$ cat src/rtl/count_scan_pkg.sv
// Shared types and switch bit positions for the counter/scan sequencing controller.
package count_scan_pkg;

   typedef enum logic [2:0] {
      IDLE  = 3'd0,
      LOAD  = 3'd1,
      RUN   = 3'd2,
      PAUSE = 3'd3,
      STEP  = 3'd4
   } state_t;

   localparam int SW_START = 0;
   localparam int SW_STEP  = 1;
   localparam int SW_SCAN  = 2;
   localparam int SW_LOAD  = 3;

endpackage

$ cat src/rtl/swi_edge.sv
// Registers the switch bank every cycle and reports rising edges against the previous sample.
module swi_edge #(
   parameter int W = 8
) (
   input  logic         clk_2,
   input  logic         reset,
   input  logic [W-1:0] swi_i,
   output logic [W-1:0] rise_o
);

   logic [W-1:0] prev_q;

   // Capturing during reset too means a switch held high through reset never reports an edge.
   always_ff @(posedge clk_2) begin
      prev_q <= swi_i;
   end

   assign rise_o = swi_i & ~prev_q & {W{~reset}};

endmodule

$ cat src/rtl/count_scan_ctrl.sv
// Switch-driven load/run/pause/step controller for a modular counter, with a lookahead
// display selector that auto-scans and drives LED, SEG and the LCD fields.
module count_scan_ctrl
   import count_scan_pkg::*;
#(
   parameter int NBITS     = 4,
   parameter int NCOUNT    = 4,
   parameter int INCR      = 3,
   parameter int SCAN_DIV  = 4,
   parameter int NBITS_LCD = 64
) (
   input  logic                 clk_2,
   input  logic                 reset,
   input  logic [7:0]           SWI,
   output logic [7:0]           LED,
   output logic [7:0]           SEG,
   output logic [NBITS_LCD-1:0] lcd_a,
   output logic [NBITS_LCD-1:0] lcd_b,
   output logic [2:0]           dbg_state_o
);

   localparam int DIVW = (SCAN_DIV > 1) ? $clog2(SCAN_DIV) : 1;

   state_t            state_q, state_d;
   logic [NBITS-1:0]  cnt_q, cnt_d;
   logic              wrap_q, wrap_d;
   logic [2:0]        sel_q, sel_d;
   logic [DIVW-1:0]   div_q, div_d;
   logic [7:0]        rise;
   logic [NBITS:0]    sum;
   logic [NBITS-1:0]  va [1:NCOUNT];
   logic [NBITS-1:0]  sel_val;
   logic [3:0]        cnt4;

   swi_edge #(.W(8)) u_edge (
      .clk_2  (clk_2),
      .reset  (reset),
      .swi_i  (SWI),
      .rise_o (rise)
   );

   // The extra top bit is the carry that feeds the sticky wrap flag.
   assign sum = {1'b0, cnt_q} + (NBITS+1)'(INCR);

   always_comb begin
      state_d = state_q;
      cnt_d   = cnt_q;
      wrap_d  = wrap_q;
      case (state_q)
         IDLE: begin
            if (rise[SW_LOAD])       state_d = LOAD;
            else if (rise[SW_START]) state_d = RUN;
         end
         LOAD: begin
            cnt_d   = NBITS'(SWI[7:4]);
            wrap_d  = 1'b0;
            state_d = PAUSE;
         end
         RUN: begin
            cnt_d  = sum[NBITS-1:0];
            wrap_d = wrap_q | sum[NBITS];
            if (rise[SW_LOAD])       state_d = LOAD;
            else if (rise[SW_START]) state_d = PAUSE;
         end
         PAUSE: begin
            if (rise[SW_LOAD])       state_d = LOAD;
            else if (rise[SW_START]) state_d = RUN;
            else if (rise[SW_STEP])  state_d = STEP;
         end
         STEP: begin
            cnt_d   = sum[NBITS-1:0];
            wrap_d  = wrap_q | sum[NBITS];
            state_d = PAUSE;
         end
         default: state_d = IDLE;
      endcase
   end

   always_comb begin
      sel_d = sel_q;
      div_d = div_q;
      if (SWI[SW_SCAN]) begin
         if (div_q == DIVW'(SCAN_DIV - 1)) begin
            div_d = '0;
            sel_d = (sel_q == 3'(NCOUNT)) ? 3'd0 : sel_q + 3'd1;
         end else begin
            div_d = div_q + 1'b1;
         end
      end else begin
         sel_d = 3'd0;
         div_d = '0;
      end
   end

   always_comb begin
      for (int k = 1; k <= NCOUNT; k++) begin
         va[k] = NBITS'(int'(cnt_q) + k * INCR);
      end
   end

   // Selector values beyond NCOUNT show zero rather than aliasing a lookahead slot.
   always_comb begin
      sel_val = '0;
      if (sel_q == 3'd0) sel_val = cnt_q;
      for (int k = 1; k <= NCOUNT; k++) begin
         if (sel_q == 3'(k)) sel_val = va[k];
      end
   end

   always_ff @(posedge clk_2) begin
      if (reset) begin
         state_q <= IDLE;
         cnt_q   <= '0;
         wrap_q  <= 1'b0;
         sel_q   <= 3'd0;
         div_q   <= '0;
      end else begin
         state_q <= state_d;
         cnt_q   <= cnt_d;
         wrap_q  <= wrap_d;
         sel_q   <= sel_d;
         div_q   <= div_d;
      end
   end

   assign cnt4        = 4'(cnt_q);
   assign LED         = {cnt4, SWI[SW_SCAN], wrap_q,
                         (state_q == PAUSE) || (state_q == STEP), state_q == RUN};
   assign SEG         = {1'b0, sel_q, cnt4};
   assign lcd_a       = NBITS_LCD'(SWI[7:4]);
   assign lcd_b       = NBITS_LCD'(sel_val);
   assign dbg_state_o = state_q;

endmodule

$ cat config.mk
export PLATFORM = sky130hd
export DESIGN_NAME = count_scan_ctrl
export DESIGN_NICKNAME = d
export VERILOG_FILES = /design/src/rtl/count_scan_pkg.sv /design/src/rtl/swi_edge.sv /design/src/rtl/count_scan_ctrl.sv
export SDC_FILE = /design/constraint.sdc
export NUM_CORES = 1
export LEC_CHECK = 0
export ABC_AREA = 1
export CAP_MARGIN = 15
export CORE_ASPECT_RATIO = 0.5
export CORE_UTILIZATION = 40
export CTS_BUF_LIST = sky130_fd_sc_hd__clkbuf_8
export DETAILED_ROUTE_END_ITERATION = 7
export GPL_TIMING_DRIVEN = 0
export PLACE_DENSITY = 0.86
export SLEW_MARGIN = 20
export SYNTH_ARGS = -nofsm -noshare
export SYNTH_HDL_FRONTEND = slang
export SYNTH_HIERARCHICAL = 1
export SYNTH_SLANG_ARGS = --single-unit
$ cat constraint.sdc
create_clock -name clk_2 -period 3.9 [get_ports clk_2]
set_input_delay 0.78 -clock clk_2 [delete_from_list [all_inputs] [get_ports clk_2]]
set_output_delay 0.78 -clock clk_2 [all_outputs]
set_load 0.1 [all_outputs]
Word-level counts from Yosys, hierarchy flattened. Cells that the tools add are included.

Output and inout port bits: 147. Input bits: 10. Register bits after elaboration: 17.

$add $sub $neg: 7. Muxes and demuxes: 16. Bitwise gates (word level): 6. Eq/ne operators: 12. Reduce and logical (&&, ||, !) cells: 9.

Operators by type and width (number): $mux W3 (8); $mux W4 (5); $eq A3 B2 Y1 const B (4); $pmux W3 S4 (1); $add A4 B4 Y4 const B (2); $and A4 B4 Y4 (2); $pmux W4 S2 (1); $eq A3 B1 Y1 const B (2); $eq A3 B3 Y1 const B (2); $logic_not A3 Y1 (2); $reduce_or A2 Y1 (3); $add A4 B2 Y5 const B (1); $add A4 B2 Y4 const B (1); $add A4 B3 Y4 const B (1); $ne A4 B4 Y1 const B (1); $not A4 Y4 (1); $add A3 B1 Y3 const B (1); $ne A3 B1 Y1 const B (1); $ne A3 B3 Y1 const B (1); $reduce_and A3 Y1 (1); $reduce_or A3 Y1 (1); $add A2 B1 Y2 const B (1); $eq A2 B2 Y1 const B (1); $not A1 Y1 (2); 4 further kinds (4).

Depth between registers and ports, before layout. Gate-level depths: netlist of the first run.

Depth after elaboration: 7. Mapped depth: 11. Mapped depth without buffers: 11.

By module. The synthesis of the first run kept the hierarchy.

Modules (own cells, without submodules): count_scan_ctrl (cells an instance 303, area an instance 2042.0 um^2, instances 1, sequential area each 260.2 um^2); swi_edge (cells an instance 33, area an instance 261.5 um^2, instances 1, sequential area each 160.2 um^2).

Worst setup path before layout of the first run. Ideal clock, no wire load.

Kind: register to output. Start: register cnt_q[1] (netlist: cnt4[1]). End: output port lcd_b[2]. Required time: 3.120 ns. Slack: -0.017 ns. Cell stages (with the launch flop): 8. Data arrival time: 3.137 ns. Cells stage by stage: dfxtp_1 > inv_1 > ha_1 > xnor2_1 > nand2_1 > nand3_1 > a21oi_1 > nor2_1.

Word-level cells in the longest chain between the ends: 5. Elaborated cells on any way between the ends: 8. Those cells by class: add/sub (4); mux (4).

RTL lines: from (decl) (line count_scan_ctrl.sv:25) `logic [NBITS-1:0] cnt_q, cnt_d;`; from (signal assigned) (line count_scan_ctrl.sv:119) `cnt_q <= cnt_d;`; $add A4 B2 Y4 (line count_scan_ctrl.sv:97) `va[k] = NBITS'(int'(cnt_q) + k * INCR);`; $mux W4 (3 in series) (line count_scan_ctrl.sv:106) `if (sel_q == 3'(k)) sel_val = va[k];`; $mux W4 (*) (line count_scan_ctrl.sv:106); to (decl) (line count_scan_ctrl.sv:18) `output logic [NBITS_LCD-1:0] lcd_b,`.

Mark *: on every way between the ends. The rest lies on a longest branch, timed or not.

Final worst setup path of the first run.
Start: register cnt_q[0] (netlist: cnt4[0]). End: output port lcd_b[1].

Same word-level chain as after synthesis.

==> summary.txt, run 1 <==
Power
  – Internal: between 0.0005 and 0.0006 W
  – Sequential share of power: 0.138
  – Fraction of power spent switching nets: 0.6752
  – Leakage: roughly 1.9 nW
  – Clock share of power: 0.089
  – Pwr/cell area: about 530 nW/um^2
  – Comb power frac: 0.773
  – Psw: ~0.0011 W
  – Peak VDD IR: about 0.32 mV

Place
  – Pre-CTS setup slack: approximately 0.6 ns
  – HPWL after DPL: around 3500 um
  – GPL Wtd Cong: between 0.8 and 0.9
  – PortBufs: 34

Route
  – Drt pass-1 iters: 4
  – Met1 WL: 1480 um
  – Routed Antenna Nets: 0
  – Drt drc: 0
  – Final wirelength: 3926 um
  – Wire length on met2: ~2000 um
  – Top routing layer in use: met4
  – Vias after detailed routing: ~1900
  – First DRT Iteration DRCs: 40
  – Wire length on met3: between 400 and 500 um
  – Avg WL per Cell: between 7 and 8 um
  – DR vias/cell: roughly 3.5

Clocking
  – Worst skew pair latency: around 0.25 ns
  – Post-CTS setup buffer count: 0
  – # resized after CTS: 0
  – Clock slew at reported path FFs: 0.06 ns
  – Clk buf depth: 2
  – Clock buffer count from CTS: 3
  – Clock Sinks: 16
  – Clk root buf: clkbuf_8
  – CTS tree: yes
  – # hold bufs at CTS: 0
  – CTS H-Tree Depth: 1

Worst setup path
  – Critical path class: flop to primary output
  – Critical path launch point type: flop
  – Crit path max fanout: 8
  – Critical path arrival: around 2.8 ns
  – Critical path endpoint category: primary output
  – Worst EP required: 3.12 ns

Layout
  – N_diodes: 0
  – Commonest cells after routing, fill and taps aside: buf_4, conb_1, nand2_1
  – Area added between synthesis and finish: 43.59%
  – Final nets: 497
  – Commonest non-fill, non-tap cell in the layout: buf_4
  – Layout cell share with drive strength beyond 1: 0.3038

Die
  – Die area: roughly 5700 um^2
  – # rows: 18
  – Io pins: ~160
  – Die width: ~110 um
  – Core Footprint: just over 5000 um^2
  – Chip Height: about 54 um
  – Starting Density: 0.4256

STA
  – Final setup viols: 0
  – Count of pins over their slew limit: 0
  – Slew @ Worst Pin: roughly 0.98 ns
  – RSZ-0062 raised after global routing: no
  – Final hold vios: 0
  – Slew Limit Headroom: 0.3420
  – Worst Setup Slack, final: between 0.3 and 0.4 ns
  – Clock Skews: approximately 0.0032 ns
  – Crit path time final: 3.573 ns
  – Final worst path period share: 0.9162
  – Setup TNS: 0 ns
  – Fmax: 279.9 MHz

GRT
  – Grt ovf: 0
  – First-pass GRT wire length: approximately 5700 um
  – Vias in the first global route: 1392
  – Initial antenna violation count: 0
  – Gr usage total: 0.1264
  – Largest net degree at the start of global routing: 11

Hold path
  – Hold Crit Class: flop to flop

Job
  – Reported max-cap violation count: 0

Synth
  – Ys Warns: 6
  – Synthesized cell area: 2147 um^2
  – Synth Instances: 316
  – Syn avg cell area: around 6.8 um^2

Outcome
  – Status: finished, final reports clean
==> final timing paths <==
| check | start | end | slack, ns | cells past startpoint |
|---|---|---|---|---|
| worst max-delay path | cnt4[0] | lcd_b[1] | 0.33 | 8 |
| worst min-delay path | div_q[0] | div_q[0] | 0.42 | 1 |
| worst max register to register | sel_q[0] | sel_q[2] | 2.48 | 5 |
| worst min register to register | div_q[0] | div_q[0] | 0.42 | 1 |
==> area by class of cell <==
type	count	area, um^2
clock buffers	4	55.05
flip-flops and latches	16	320.3
repair buffers	34	340.3
inverters	34	127.6
multi-input cells	253	1154
well taps	70	87.58
plain buffers	133	998.5
fillers	471	1962
==> per-layer routing <==
metal,vias up,GRT usage
met4,0,0.03472
met2,87,0.2654
met3,2,0.04116
met5,-,0
li1,1037,-
met1,764,0.1245
==> through the flow <==
stage / total power (W) / utilization / area, um^2 / cells / hold slack [ns]
floorplan: 0.001348 / - / 2600 / 436 / 0.3990
global placement: 0.001480 / 0.6002 / 3028 / 540 / 0.4106
detailed placement: 0.001489 / 0.6002 / 3028 / 540 / 0.4107
CTS: 0.001639 / 0.6111 / 3083 / 544 / 0.4211
global route: 0.001712 / 0.6111 / 3083 / 544 / 0.4380
finish: 0.001638 / 0.6111 / 3083 / 544 / 0.4185
==> state kept, by name (all words and copies together) (netlist names) <==
| name | count |
|---|---|
| dbg_state_o | 3 |
| wrap_q | 1 |
| cnt4 | 4 |
| sel_q | 3 |
| div_q | 2 |
| u_edge/prev_q | 3 |
==> power groups by stage <==
stage	registers [W]	clock network [W]	logic, W
after floorplan	0.000341	0	0.00101
after global placement	0.000229	0	0.00125
after detailed placement	0.000230	0	0.00126
after CTS	0.000226	0.000151	0.00126
after global routing	0.000231	0.000162	0.00132
final	0.000226	0.000145	0.00127
==> worst max-delay path, stage by stage, from the launching register on <==
cell and delay, ns:
dfxtp_1 0.52, inv_1 0.14, ha_1 0.33, o21ai_0 0.18
o21ai_0 0.10, nand2_1 0.07, nand2_1 0.05, nand2_1 0.05
clkdlybuf4s50_1 1.12
(Power assumes the default switching activity.)
==> run 2: changes to the inputs <==
ABC_CLOCK_PERIOD_IN_PS = 3900   (was default)
==> results of run 2 <==
Final layout, timing and power as in run 1 (identical DEF).
==> run 3: changes to the inputs <==
CORE_UTILIZATION = 38   (was 40)
SYNTH_HIERARCHICAL = default   (was 1)
==> run 3 against run 2 <==
Against the previous run:
- setup slack gained 0.052 ns
- combinational power shrank 31%
- hold slack gained 0.0012 ns
- sequential power shrank 17%
- global-route usage shrank 0.72 points
- final cell count shrank 3.3%
- flip-flop and latch count is the same
- first-iteration DRC count grew 33%
- clock skew shrank 0.00075 ns
- synthesized cell count shrank 5.7%
- critical path type unchanged
- non-clock buffer count shrank 1
- sequential share of layout area grew 0.19 points
==> summary.txt, run 3 <==
Synth
  – Area leader, netlist: buf_4
  – Yosys cell types: 25
  – Synthesized cell area: 2091 um^2 (was 2147 um^2)
  – Top FF cell, synth: dfxtp_1
  – Top-area cell type share of the netlist area: 0.4704
  – Synth top area cells: buf_4, dfxtp_1, ha_1
  – Ys Warns: 0 (was 6)
  – #FFs+latches synth: 16
  – Seq/Total Area, Yosys: 0.1532
  – Syn avg cell area: 7.016 um^2 (was 6.794 um^2)
  – Count leader, synth: buf_4
  – Post-synth ARST share: 0
  – Synth Instances: 298 (was 316)
  – Post-synth EDFFs: 0
  – Commonest cells post-synth: buf_4, nand2_1, inv_1

STA
  – Slew Limit Headroom: 0.3399 (was 0.3420)
  – Slew @ Worst Pin: 0.9870 ns (was 0.9839 ns)
  – RSZ-0062 raised after global routing: no (unchanged)
  – Crit path time final: 3.521 ns (was 3.573 ns)
  – Clock Skews: 0.002470 ns (was 0.003216 ns)
  – Count of pins over their slew limit: 0 (unchanged)
  – Fmax: 284.0 MHz (was 279.9 MHz)
  – Final setup viols: 0 (unchanged)
  – Final worst path period share: 0.9028 (was 0.9162)
  – Final hold vios: 0 (unchanged)

Route
  – DR vias/cell: 3.536 (was 3.474)
  – Drt pass-1 iters: 4 (unchanged)
  – Routed Antenna Nets: 0 (unchanged)
  – Vias after detailed routing: 1860 (was 1890)
  – Final wirelength: 3914 um (was 3926 um)
  – Avg WL per Cell: 7.441 um (was 7.217 um)
  – First DRT Iteration DRCs: 53 (was 40)
  – Drt drc: 0 (unchanged)

Clocking
  – # resized after CTS: 0 (unchanged)
  – # hold bufs at CTS: 0 (unchanged)
  – Clock slew at reported path FFs: 0.06 ns (about the same)
  – CTS tree: yes (unchanged)
  – CTS H-Tree Depth: 1 (unchanged)
  – Clk buf depth: 2 (unchanged)
  – Post-CTS setup buffer count: 0 (unchanged)
  – Clock buffer count from CTS: 3 (unchanged)
  – Worst skew pair latency: 0.25 ns (about the same)
  – Clk root buf: clkbuf_8 (unchanged)
  – Clock Sinks: 16 (unchanged)

Die
  – Die width: 106.9 um (was 105.6 um)
  – Io pins: 157 (unchanged)
  – # rows: 18 (unchanged)
  – Starting Density: 0.4090 (was 0.4256)
  – Die area: 5821 um^2 (was 5682 um^2)
  – Chip Height: 54.45 um (was 53.81 um)
  – Core Footprint: 5112 um^2 (was 5045 um^2)

Layout
  – Area added between synthesis and finish: 44.82% (was 43.59%)
  – Commonest cells after routing, fill and taps aside: buf_4, conb_1, nand2_1 (unchanged)
  – Final nets: 479 (was 497)
  – Commonest non-fill, non-tap cell in the layout: buf_4 (unchanged)
  – N_diodes: 0 (unchanged)
  – FILL cells: 466 (was 471)
  – Layout cell share with drive strength beyond 1: 0.3070 (was 0.3038)
  – Max FFs per register: 4 (unchanged)
  – Non-filler cells, final: 526 (was 544)

GRT
  – Grt ovf: 0 (unchanged)
  – Initial antenna violation count: 0 (unchanged)
  – Largest net degree at the start of global routing: 11 (unchanged)
  – First-pass GRT wire length: 5609 um (was 5740 um)
  – Gr usage total: 0.1192 (was 0.1264)
  – Vias in the first global route: 1363 (was 1392)

Worst setup path
  – Critical path arrival: 2.74 ns (was 2.79 ns)
  – Critical path cell sequence: inv_1 -> ha_1 -> xor2_1 -> a21oi_1 -> nand2_1 -> a21boi_1 -> clkdlybuf4s50_1 (was inv_1 -> ha_1 -> o21ai_0 -> o21ai_0 -> nand2_1 -> nand2_1 -> nand2_1 -> clkdlybuf4s50_1)
  – Crit path max fanout: 10 (was 8)
  – Critical path launch point type: flop (unchanged)
  – Crit-path slowest cell: clkdlybuf4s50_1 (unchanged)
  – Delay-heaviest family, CP: buffers and inverters (unchanged)
  – WP buf/inv: 2 (unchanged)
  – Peak per-stage delay on the critical path: 1.15 ns (was 1.12 ns)
  – Critical path class: flop to primary output (unchanged)
  – Critical path endpoint category: primary output (unchanged)
  – Worst EP required: 3.12 ns (about the same)

Job
  – Reported max-cap violation count: 0 (unchanged)

Outcome
  – Status: finished, final reports clean (unchanged)

Place
  – GPL Wtd Cong: 0.8313 (was 0.8633)
  – HPWL after DPL: 3470 um (was 3488 um)
  – PortBufs: 34 (unchanged)
  – Placed Cells incl. Taps: 522 (was 540)

Power
  – Pwr Total: 0.001205 W (was 0.001638 W)
  – Peak VDD IR: 0.1700 mV (was 0.3209 mV)
  – Leakage: 1.818 nW (was 1.863 nW)
  – Pwr/cell area: 398.0 nW/um^2 (was 531.3 nW/um^2)

Hold path
  – Hold Crit Class: flop to flop (unchanged)
[run 3: worst reg2reg max path, delay by kind of cell, from the launching register on]
kind | cells | cell delay [ns]
DFF | 1 | 0.49
and+or+nand+nor | 3 | 0.22
adders and majority gates | 1 | 0.22
buffers and inverters | 2 | 0.18
AOI/OAI and AO/OA | 1 | 0.16
[run 3: worst paths after layout]
kind | startpoint | end | slack [ns] | depth (start not counted)
worst min register to register | div_q[0] | div_q[0] | 0.42 | 1
worst min-delay path | div_q[0] | div_q[0] | 0.42 | 1
worst max register to register | cnt4[0] | cnt4[2] | 2.52 | 7
worst max-delay path | cnt4[2] | lcd_b[3] | 0.38 | 7
[run 3: logic make-up after synthesis]
group                    synth area share
multiplexers                     0.004788
AO/OA/AOI/OAI                     0.07960
buffers and inverters              0.5302
adder cells (fa/ha/maj)           0.07181
XOR/XNOR                         0.008380
AND/OR/NAND/NOR                    0.1502
flip-flops                         0.1532
other                            0.001794
[run 3: final cells by class]
cell class | count | area (um^2) | area share
Sequential cell | 16 | 320.3 | 0.1058
Timing Repair Buffer | 34 | 340.3 | 0.1124
Buffer | 132 | 988.4 | 0.3264
Inverter | 32 | 120.1 | 0.03967
Multi-Input combinational cell | 238 | 1116 | 0.3686
Tap cell | 70 | 87.58 | 0.02893
Clock buffer | 4 | 55.05 | 0.01818
[run 3: layer usage]
metal | vias to the layer above | share of wire | GRT usage
met4 | 0 | 0.0049 | 0.02055
met3 | 2 | 0.091 | 0.02738
li1 | 996 | - | -
met1 | 776 | 0.40 | 0.1343
met5 | - | 0 | 0
met2 | 86 | 0.51 | 0.2398
[run 3: report_power, final]
| part | switching (W) | internal, W |
|---|---|---|
| registers | 0.0000152 | 0.000173 |
| clock network | 0.0000547 | 0.0000895 |
| logic | 0.000719 | 0.000155 |
| total | 0.000788 | 0.000417 |
[run 3: per-stage QoR]
stage,instance area (um^2),worst slack [ns],util,setup TNS (ns),hold slack [ns]
2_1_floorplan,2545,-0.1451,-,-0.1451,0.3992
3_3_place_gp,2973,0.6249,0.5815,0,0.4113
3_5_place_dp,2973,0.6208,0.5815,0,0.4142
4_1_cts,3028,0.3531,0.5923,0,0.4233
5_1_grt,3028,0.1614,0.5923,0,0.4506
6_report,3028,0.3790,0.5923,0,0.4197
